[src/rtl/psum_ln_router.sv]
// Psum local-network router: queues PE opsum beats and routes them to the bus,
// to the neighbouring PE, or to both, switching routes only when fully idle.
module psum_ln_router #(
    parameter int PSUM_DATA_SIZE = 8,
    parameter int PSUM_NUM       = 4,
    parameter int FIFO_DEPTH     = 4,
    localparam int W  = PSUM_NUM * PSUM_DATA_SIZE,
    localparam int PW = $clog2(FIFO_DEPTH),
    localparam int CW = PW + 1
) (
    input  logic          clk,
    input  logic          rst,
    input  logic          set_info,
    input  logic [1:0]    mode_in,
    output logic [1:0]    mode,
    output logic          cfg_pending,
    output logic [W:0]    ipsum,
    input  logic          ipsum_ready,
    input  logic [W:0]    opsum,
    output logic          opsum_ready,
    input  logic [W:0]    ipsum_bus,
    output logic          ipsum_ready_bus,
    output logic [W:0]    opsum_bus,
    input  logic          opsum_ready_bus,
    output logic [CW-1:0] fifo_count
);

    // Every port pair uses valid/ready: a beat moves on a cycle where valid and
    // ready are both 1; data is don't-care while valid is 0.
    typedef enum logic [1:0] {
        MODE_BUS   = 2'd0,
        MODE_LOCAL = 2'd1,
        MODE_TEE   = 2'd2
    } mode_t;

    mode_t mode_q, mode_d, pend_q, pend_d, mode_in_dec;
    logic  cfg_pending_q, cfg_pending_d;
    logic  sent_l_q, sent_l_d, sent_b_q, sent_b_d;

    logic [W-1:0]  mem [FIFO_DEPTH];
    logic [PW-1:0] wr_ptr, rd_ptr;
    logic [CW-1:0] count;
    logic [W-1:0]  head;
    logic          empty, full, push, pop, idle;
    logic          l_valid, b_valid, l_xfer, b_xfer;

    assign empty       = (count == '0);
    assign full        = (count == CW'(FIFO_DEPTH));
    assign opsum_ready = ~full;
    assign push        = opsum[W] & opsum_ready;
    assign head        = mem[rd_ptr];
    assign fifo_count  = count;
    assign mode        = mode_q;
    assign cfg_pending = cfg_pending_q;
    assign mode_in_dec = (mode_in == 2'd3) ? MODE_BUS : mode_t'(mode_in);

    // Route selection and TEE bookkeeping
    always_comb begin
        ipsum           = ipsum_bus;
        ipsum_ready_bus = 1'b0;
        opsum_bus       = {1'b0, head};
        pop             = 1'b0;
        l_valid         = 1'b0;
        b_valid         = 1'b0;
        l_xfer          = 1'b0;
        b_xfer          = 1'b0;
        sent_l_d        = sent_l_q;
        sent_b_d        = sent_b_q;
        case (mode_q)
            MODE_LOCAL: begin
                ipsum = {~empty, head};
                pop   = ~empty & ipsum_ready;
            end
            MODE_TEE: begin
                l_valid   = ~empty & ~sent_l_q;
                b_valid   = ~empty & ~sent_b_q;
                ipsum     = {l_valid, head};
                opsum_bus = {b_valid, head};
                l_xfer    = l_valid & ipsum_ready;
                b_xfer    = b_valid & opsum_ready_bus;
                pop       = ~empty & (sent_l_q | l_xfer) & (sent_b_q | b_xfer);
                if (pop) begin
                    sent_l_d = 1'b0;
                    sent_b_d = 1'b0;
                end else begin
                    sent_l_d = sent_l_q | l_xfer;
                    sent_b_d = sent_b_q | b_xfer;
                end
            end
            default: begin
                ipsum           = ipsum_bus;
                ipsum_ready_bus = ipsum_ready;
                opsum_bus       = {~empty, head};
                pop             = ~empty & opsum_ready_bus;
            end
        endcase
    end

    // Mode FSM: a new mode lands only when no beat is queued, half-sent or arriving.
    always_comb begin
        idle          = empty & ~sent_l_q & ~sent_b_q & ~push;
        mode_d        = mode_q;
        pend_d        = pend_q;
        cfg_pending_d = cfg_pending_q;
        if (set_info) begin
            if (idle) begin
                mode_d        = mode_in_dec;
                cfg_pending_d = 1'b0;
            end else begin
                pend_d        = mode_in_dec;
                cfg_pending_d = 1'b1;
            end
        end else if (cfg_pending_q && idle) begin
            mode_d        = pend_q;
            cfg_pending_d = 1'b0;
        end
    end

    always_ff @(posedge clk) begin
        if (!rst) begin
            mode_q        <= MODE_BUS;
            pend_q        <= MODE_BUS;
            cfg_pending_q <= 1'b0;
            sent_l_q      <= 1'b0;
            sent_b_q      <= 1'b0;
            wr_ptr        <= '0;
            rd_ptr        <= '0;
            count         <= '0;
        end else begin
            mode_q        <= mode_d;
            pend_q        <= pend_d;
            cfg_pending_q <= cfg_pending_d;
            sent_l_q      <= sent_l_d;
            sent_b_q      <= sent_b_d;
            if (push) wr_ptr <= wr_ptr + PW'(1);
            if (pop)  rd_ptr <= rd_ptr + PW'(1);
            case ({push, pop})
                2'b10:   count <= count + CW'(1);
                2'b01:   count <= count - CW'(1);
                default: count <= count;
            endcase
        end
    end

    // Storage needs no reset; occupancy alone decides what is valid.
    always_ff @(posedge clk) begin
        if (push) mem[wr_ptr] <= opsum[W-1:0];
    end

endmodule

[config.mk]
export PLATFORM = sky130hd
export DESIGN_NAME = psum_ln_router
export DESIGN_NICKNAME = d
export VERILOG_FILES = /design/src/rtl/psum_ln_router.sv
export SDC_FILE = /design/constraint.sdc
export NUM_CORES = 1
export LEC_CHECK = 0
export ABC_AREA = 1
export BUFFER_PORTS_ARGS = -buffer_cell sky130_fd_sc_hd__buf_2
export CAP_MARGIN = 20
export CORE_MARGIN = 2
export CORE_UTILIZATION = 49
export DETAILED_ROUTE_END_ITERATION = 16
export PLACE_DENSITY = 0.78
export REMOVE_ABC_BUFFERS = 1
export SYNTH_ARGS = -nofsm -noshare
export SYNTH_HDL_FRONTEND = slang
export SYNTH_SLANG_ARGS = --single-unit
[constraint.sdc]
create_clock -name clk -period 2.4 [get_ports clk]
set_clock_uncertainty 0.05 [all_clocks]
set_input_delay 0.36 -clock clk [delete_from_list [all_inputs] [get_ports clk]]
set_output_delay 0.36 -clock clk [all_outputs]
set_load 0.03 [all_outputs]
==> reports/summary.md, run 1 <==
The run finished with clean final reports. Of the total synthesized cell area, the portion taken by full adders, half adders and majority gates is 1.70%. The number of synthesized register bits is 144.

Summing over every cut layer, the via total after detailed routing is 4747. IR analysis of the VDD net gives a maximum drop of 943 uV. The total clock sinks is 144, and the number of buffers created by CTS is 17. Once the floorplan was initialized, standard cells occupied 50.2% of the core.

The worst setup path is launched from a register. Counting flops with an async set or reset pin after synthesis yields a share of 0%. For the final setup slack of the worst path, the log shows 0.0897 ns. The number of ports placed on the die boundary came out at 147. The transition time at the pin with the least slew margin is 0.512 ns, and the cell total after placement is 907.

The average instance in the mapped netlist occupies 10.4 sq um. By count the netlist is led by nand2_1, edfxtp_1, inv_1, o21ai_0, a21oi_1. The core region is 0.0126 sq mm. Max-cap violations in this run came to 0. Counting along the longest clock path gives a buffer depth of 2.

Multiplexer cells account for 0.178% of the synthesized area. The logs give 0 for the remaining antenna violation count after routing and 41 for the number of placement rows. Setup violations remaining at the end of the flow were counted as 0.

Height of the die: 118 microns. The first global-routing pass estimated 21400 microns of wire. The number of max-slew violations in the final report is 0. The final hold violation count is 0, and the pin count of the biggest net entering global routing is 65.

TritonCTS built the clock tree. For the number of nets in the layout, the log shows 838. Global routing finished with a remaining overflow of 0. For this run, the share of the core covered by cells in the final layout is 63.3%. The run gives 0 as the number of warnings issued by yosys.

The top cell type by area accounts for 60.7% of the synthesized area. In this run the power density over the cells is 1280 mW/mm^2. The critical path is of the register to output pin type.

The unique cell type count in the Yosys netlist is 28. The most frequent cell after synthesis was nand2_1. The root buffer cell chosen for the clock tree is clkbuf_16. By area the synthesized netlist is led by edfxtp_1, nand2_1, inv_1. After clock tree synthesis, the clock-pin slew on the worst setup and hold paths is 0.06 ns. Endpoint type of the worst setup path: an output pin. The final clock period utilization by the worst path is 96.3%, and the post-synthesis instance total is 608. At the end of routability-driven placement, the weighted congestion stood at 0.822. The routed design could run at a clock period as short as 2.31 ns.

The floorplan step defined a die boundary enclosing 0.0139 sq mm. Type of the worst min-delay path: input port to register. In this run, the number of DRC markers left after iteration 0 of detailed routing was 402.

For this run, the register share of the synthesized area comes to 65.7%. The quantity of hold-fixing buffers added after cts is 0, and the chip width is 118 microns. After detailed routing, the number of remaining DRC violations is 0. Derived from the worst setup path, the maximum achievable clock frequency is 433 MHz. The tightest hold path in the finished design has a slack of 0.118 ns.

Adding up every negative setup slack in the final design gives 0 ns. The post-synth design cell area is 0.00634 sq mm, and the simple-gate portion of the synthesized area is 14.7%. Counting flops with a built-in enable in the synthesized netlist gives 128. In the routed layout, each cell is associated on average with a via count of 5.04. The run gives 19.4% as the global router's overall resource usage. The cell leakage power was 3.45 nW; the iteration count of the initial detailed-routing pass was 5. In this run the worst path has a maximum fanout of 7. The final cell count without fillers was 942; the endpoint arrival time on the critical path was 1.90 ns. After filler insertion, the fill cell instance count of the layout stands at 957.

Main combinational cell family by area after synthesis: simple AND/OR/NAND/NOR gates. In this run the tool buffered the top-level ports with 146 buffer cells. The number of global-route vias before repair is 4460, and the fraction of layout cells with a size suffix above 1 is 29.4%.

Prior to clock tree synthesis, the placed netlist has a worst setup slack of 0.112 ns. The worst slew margin relative to its limit was 65.8%; the synthesized-area fraction occupied by ao, oa, aoi and oai cells was 9.52%. The cell taking the most area after synthesis is edfxtp_1. The diode insertion count for antenna repair is 0, and the maximum level of the CTS H-tree is 4. The critical path required time was 1.99 ns; the HPWL after detailed placement was 8670 microns. The worst-skew pair later-pin latency came out at 0.40 ns.

The wire length per cell after detailed routing works out to 14.8 microns. The number of antenna violations at the first check in global routing was 0. Wires add up to 13900 microns. Top flip-flop cell by instance count after synthesis: edfxtp_1. Of the total synthesized cell area, the portion taken by XOR and XNOR cells is 0.138%.

The layout overhead on the synthesized area is 26.0%.
-- routing by layer --
metal  part of all wire (%)  track usage [%]  wire, microns  vias up
li1                       -                -              -     2331
met1                     42             24.3           5900     2222
met2                     50             32.7           6950      179
met3                    6.6             5.38            923       15
met4                    1.1             6.48            157        0
met5                      0                0              0        -
-- worst max-delay path, cell delays in order (launching register included) --
cell and delay, ns:
dfxtp_2 0.34, inv_1 0.07, ha_1 0.20, inv_1 0.08, a21oi_2 0.15, inv_2 0.10
buf_4 0.18, o21ai_1 0.15, buf_2 0.21
-- through the flow --
step	cell area (sq um)	total power [mW]
floorplan	6160	6.12
CTS	7910	10.1
finish	7980	10.2
global route	7980	10.8
global placement	7270	7.27
detailed placement	7270	7.41
-- path summary, 6_finish.rpt --
kind / start / to / slack [ns] / cells after the start
min reg2reg: pend_q[1] / pend_q[1] / 0.41 / 2
min: opsum[18] / mem[0][18] / 0.12 / 1
max reg2reg: mode[1] / fifo_count[2] / 0.22 / 14
max: mode[1] / ipsum[28] / 0.09 / 8
-- cells in the final DEF, fill, tap and decap left out, drive strengths merged --
master    Yosys  layout
a21oi        44      44
fa            1       1
nand2       155     155
clkbuf        9      17
xor2          1       1
edfxtp      128     128
dfxtp        16      16
clkinvlp      0       4
nor2         17      17
mux2          1       1
clkinv        0       4
or2           1       1
ha            7       7
nand4         1       1
inv          90      94
buf          21     160
bufinv        0       3
o21ai        75      75
nand3        41      41
-- flip-flops by register name, indices dropped and copies added, names as in the netlist, 2 cells and up, named ones only --
name / count
rd_ptr: 2
wr_ptr: 2
mode: 2
pend_q: 2
fifo_count: 3
mem: 128
-- cell families (layout without fill, tap and decap cells) --
kind of cell,count (synthesis),in the layout
compound gates,119,119
xor+xnor,1,1
fa+ha+maj,8,8
buf+inv,120,282
flops,144,144
mux,1,1
simple gates,215,215
-- what timing repair did --
action,CTS,global route
hold endpoints to repair,0,0
buffers inserted,1,2
pin swaps,0,1
endpoints found under the setup margin,65,41
gates resized for setup,11,23
-- layout make-up --
| class | count | area, sq um | share of cell area (%) |
|---|---|---|---|
| Clock buffer | 17 | 425 | 5.33 |
| Inverter | 90 | 340 | 4.26 |
| Clock inverter | 15 | 183 | 2.29 |
| Sequential cell | 144 | 4170 | 52.2 |
| Tap cell | 172 | 215 | 2.70 |
| Timing Repair Buffer | 160 | 927 | 11.6 |
| Multi-Input combinational cell | 344 | 1720 | 21.6 |
-- power by group --
group	internal (mW)	switching (mW)	leakage (nW)
Sequential	3.04	0.158	1.31
Clock	1.65	1.02	0.287
Combinational	1.23	3.12	1.86
Total	5.91	4.29	3.45
Note: power is estimated with default switching activity, not from simulation.
==> run 2: changes to the inputs <==
--- a/config.mk
+++ b/config.mk
@@ -8,10 +8,12 @@
 export ABC_AREA = 1
 export BUFFER_PORTS_ARGS = -buffer_cell sky130_fd_sc_hd__buf_2
 export CAP_MARGIN = 20
+export CELL_PAD_IN_SITES_DETAIL_PLACEMENT = 1
+export CELL_PAD_IN_SITES_GLOBAL_PLACEMENT = 1
 export CORE_MARGIN = 2
-export CORE_UTILIZATION = 49
+export CORE_UTILIZATION = 37
 export DETAILED_ROUTE_END_ITERATION = 16
-export PLACE_DENSITY = 0.78
+export PLACE_DENSITY = 0.76
 export REMOVE_ABC_BUFFERS = 1
 export SYNTH_ARGS = -nofsm -noshare
 export SYNTH_HDL_FRONTEND = slang
==> run 2 against run 1 <==
Effect of this change: clock power up 3%; worst setup slack worse by 0.029 ns; fmax down 1.3%; largest cell class unchanged; wire length up 19%; register-to-register slack worse by 0.09 ns; core utilization down 14 points; critical path depth down 1.
==> reports/summary.md, run 2 (synthesis results as in run 1) <==
The flow ran to the end, and the final reports show no timing, DRC or antenna violations. For the global-route congestion overflow total, the log shows 0 (unchanged). The layout overhead on the synthesized area is 28.8% (was 26.0%). The critical path launch point type is a register (unchanged). Clock transition at the register clock pins on the worst setup and hold paths after CTS: 0.06 ns (about the same). The number of fillers in the final layout was 1853 (was 957). Total area of sequential cells: 0.00417 sq mm (unchanged). Per-cell via count in the routed design: 4.87 (was 5.04). The diode insertion count for antenna repair is 0 (unchanged), and the switching power of the nets is 4.43 mW (was 4.29 mW). The setup slack on the worst flop-to-flop path came out at 0.13 ns (was 0.22 ns). The relative contribution of sequential cells to total power is 30.2% (was 31.3%).

For the pin count of the biggest net entering global routing, the log shows 65 (unchanged). The logs give 47 (was 41) for the number of placement rows and 0 (unchanged) for the count of endpoints failing setup in the final report. The tools report the post-place instance area as 0.00733 sq mm (was 0.00727 sq mm). The transition time at the pin with the least slew margin came out at 0.509 ns (was 0.512 ns). Register with the most flip-flops: mem (unchanged). The global-route wire length before repair came out at 25200 microns (was 21400 microns). The maximum VDD drop was 725 uV (was 943 uV).

For the global router's overall resource usage, the log shows 18.3% (was 19.4%). Clock root buffer: clkbuf_16 (unchanged). The part of the total power dissipated in combinational logic is 43.9% (was 42.6%), and the number of ports placed on the die boundary is 147 (unchanged). The final hold violation count was 0 (unchanged). The remaining antenna violation count after routing came out at 0 (unchanged).

The fraction of layout cells with a size suffix above 1 is 30.7% (was 29.4%), and the number of maximum-capacitance constraint violations is 0 (unchanged). The depth of the most critical reg-to-reg path works out to 15 (was 14). The type of the worst min-delay path is input port to register (unchanged). The remaining design rule violation count was 0 (unchanged); the number of nets in the layout was 842 (was 838). The cell total after placement was 958 (was 907); the quantity of I/O buffers inserted on ports was 146 (unchanged). The tools report the share of power burned in the clock network as 25.9% (was 26.1%). The run gives 38.1% (was 50.2%) as the starting density of the core. The flip-flop count of the largest register after layout is 128 (unchanged), and the number of antenna violations at the first check in global routing is 0 (unchanged). For the cell leakage power, the log shows 3.50 nW (was 3.45 nW).

The minimum period implied by the final worst setup slack was 2.34 ns (was 2.31 ns). The worst hold path cell count came out at 1 (unchanged). The origin of the worst min-delay path was opsum[31] (was opsum[18]).

For the worst slack at placement, the log shows 0.00569 ns (was 0.112 ns). The overall power consumption was 10.6 mW (was 10.2 mW). The height of the die was 135 microns (was 118 microns); the HPWL after detailed placement was 10500 microns (was 8670 microns).

TritonCTS built the clock tree. The accumulated negative setup slack was 0 ns (unchanged); the critical path required time was 1.99 ns (about the same). The endpoint type of the worst setup path is an output pin (unchanged). The launch instance of the worst register-to-register path was mode[0] (was mode[1]). The type of the worst setup path is register to output pin (unchanged). The final setup slack of the worst path was 0.0602 ns (was 0.0897 ns). The run gives 0.761 (was 0.822) as the routability-driven placement congestion ratio. For the worst slew margin relative to its limit, the log shows 66.1% (was 65.8%). The run gives 250 (was 402) as the initial detailed-routing violation count.

The final clock period utilization by the worst path is 97.5% (was 96.3%). The overall via count from detail_route was 4836 (was 4747); the multi-input combinational cell area was 0.00174 sq mm (was 0.00172 sq mm). The hold-critical path endpoint is mem[1][31] (was mem[0][18]).

The most frequent standard cell in the layout excluding fill and tap cells was nand2_1 (unchanged). The number of max-slew violations in the final report is 0 (unchanged). The run gives 0.109 ns (was 0.118 ns) as the worst-case hold slack. Highest-count cells in the layout ignoring fill and taps: nand2_1, edfxtp_1, buf_2, inv_1, buf_4 (was nand2_1, buf_2, edfxtp_1, inv_1, o21ai_0). Iteration count of the initial detailed-routing pass: 4 (was 5).

The maximum buffer depth of the clock tree came out at 2 (unchanged). The sum of routed wire length over all layers was 16600 microns (was 13900 microns). The endpoint arrival time on the critical path came out at 1.93 ns (was 1.90 ns).

The tools report the capture point of the worst reg-to-reg path as fifo_count[2] (unchanged). The final cell count without fillers was 994 (was 942). Total clock sinks: 144 (unchanged). The switching power share of the total was 42.0% (was 42.1%); the maximum level of the CTS H-tree was 4 (unchanged). The tools report the worst-skew pair later-pin latency as 0.41 ns (was 0.40 ns).

The maximum fanout along the worst path was 15 (was 7); the internal power was 6.12 mW (was 5.91 mW). The floorplan die area is 0.0182 sq mm (was 0.0139 sq mm), and the number of global-route vias before repair is 5021 (was 4460). The chip width is 135 microns (was 118 microns). Setup repair after global routing could not meet its margin everywhere.

Core utilization of the finished layout: 49.0% (was 63.3%). The logs give 0.00816 sq mm (was 0.00798 sq mm) for the post-route standard cell area excluding fillers and 17 (unchanged) for the number of buffers created by CTS. The area of the core region was 0.0166 sq mm (was 0.0126 sq mm); the total power density per cell area was 1290 mW/mm^2 (was 1280 mW/mm^2). The wire length per cell after detailed routing is 16.7 microns (was 14.8 microns).

The achievable frequency was 427 MHz (was 433 MHz).
## run 2: cell count changes in the layout (fill, tap and decap cells not counted), moves of 2 or more
cell | previous run | this run
inv_6 | 4 | 0
o21ai_1 | 30 | 25
buf_6 | 1 | 3
o21ai_2 | 3 | 10
buf_2 | 137 | 115
buf_4 | 16 | 41
o21ai_0 | 42 | 40
inv_2 | 3 | 5
## run 2: worst max path at each step
stage | startpoint | endpoint | slack (ns) | depth (start not counted)
floorplan | register | ipsum[11] | -0.89 | 5
global placement | mode[0] | fifo_count[2] | 0.19 | 15
detailed placement | mode[0] | fifo_count[2] | 0.006 | 15
CTS | mode[0] | ipsum[1] | -0.02 | 6
global route | mode[0] | fifo_count[2] | -0.07 | 15
finish | mode[0] | ipsum[19] | 0.06 | 7
## run 2: power groups by stage
stage,Sequential (mW),Combinational (mW),Clock (mW)
2_1_floorplan,3.41,2.71,0
5_1_grt,3.22,5.07,2.87
3_5_place_dp,3.30,4.24,0
6_report,3.19,4.63,2.73
3_3_place_gp,3.27,4.08,0
4_1_cts,3.19,4.43,2.77
## run 2: worst max-delay path, stage by stage (launching register included)
cell	delay, ns
dfxtp_2	0.34
inv_1	0.06
ha_1	0.33
a21oi_2	0.13
inv_2	0.10
clkbuf_16	0.20
o21ai_1	0.16
buf_4	0.18
## run 2: final cells by class
type	count	area share [%]
inverter	90	4.14
sequential	144	51.1
tap	220	3.37
clock inverter	15	2.38
timing repair buffer	164	12.5
clock buffer	17	5.21
multi-input combinational	344	21.3
## run 2: timing repair
item                       CTS  global route
gates resized for setup      9            78
hold buffers                 0             0
pin swaps                    0             2
setup endpoints to repair   36            36
setup buffers                2             1
cloned                       0             1
## run 2: layer usage
layer,routed length (microns),GRT usage (%),share of wire (%)
met1,6880,21.4,41
met2,8700,32.6,52
met4,167,6.26,1.0
met5,0,0,0
met3,832,4.62,5.0
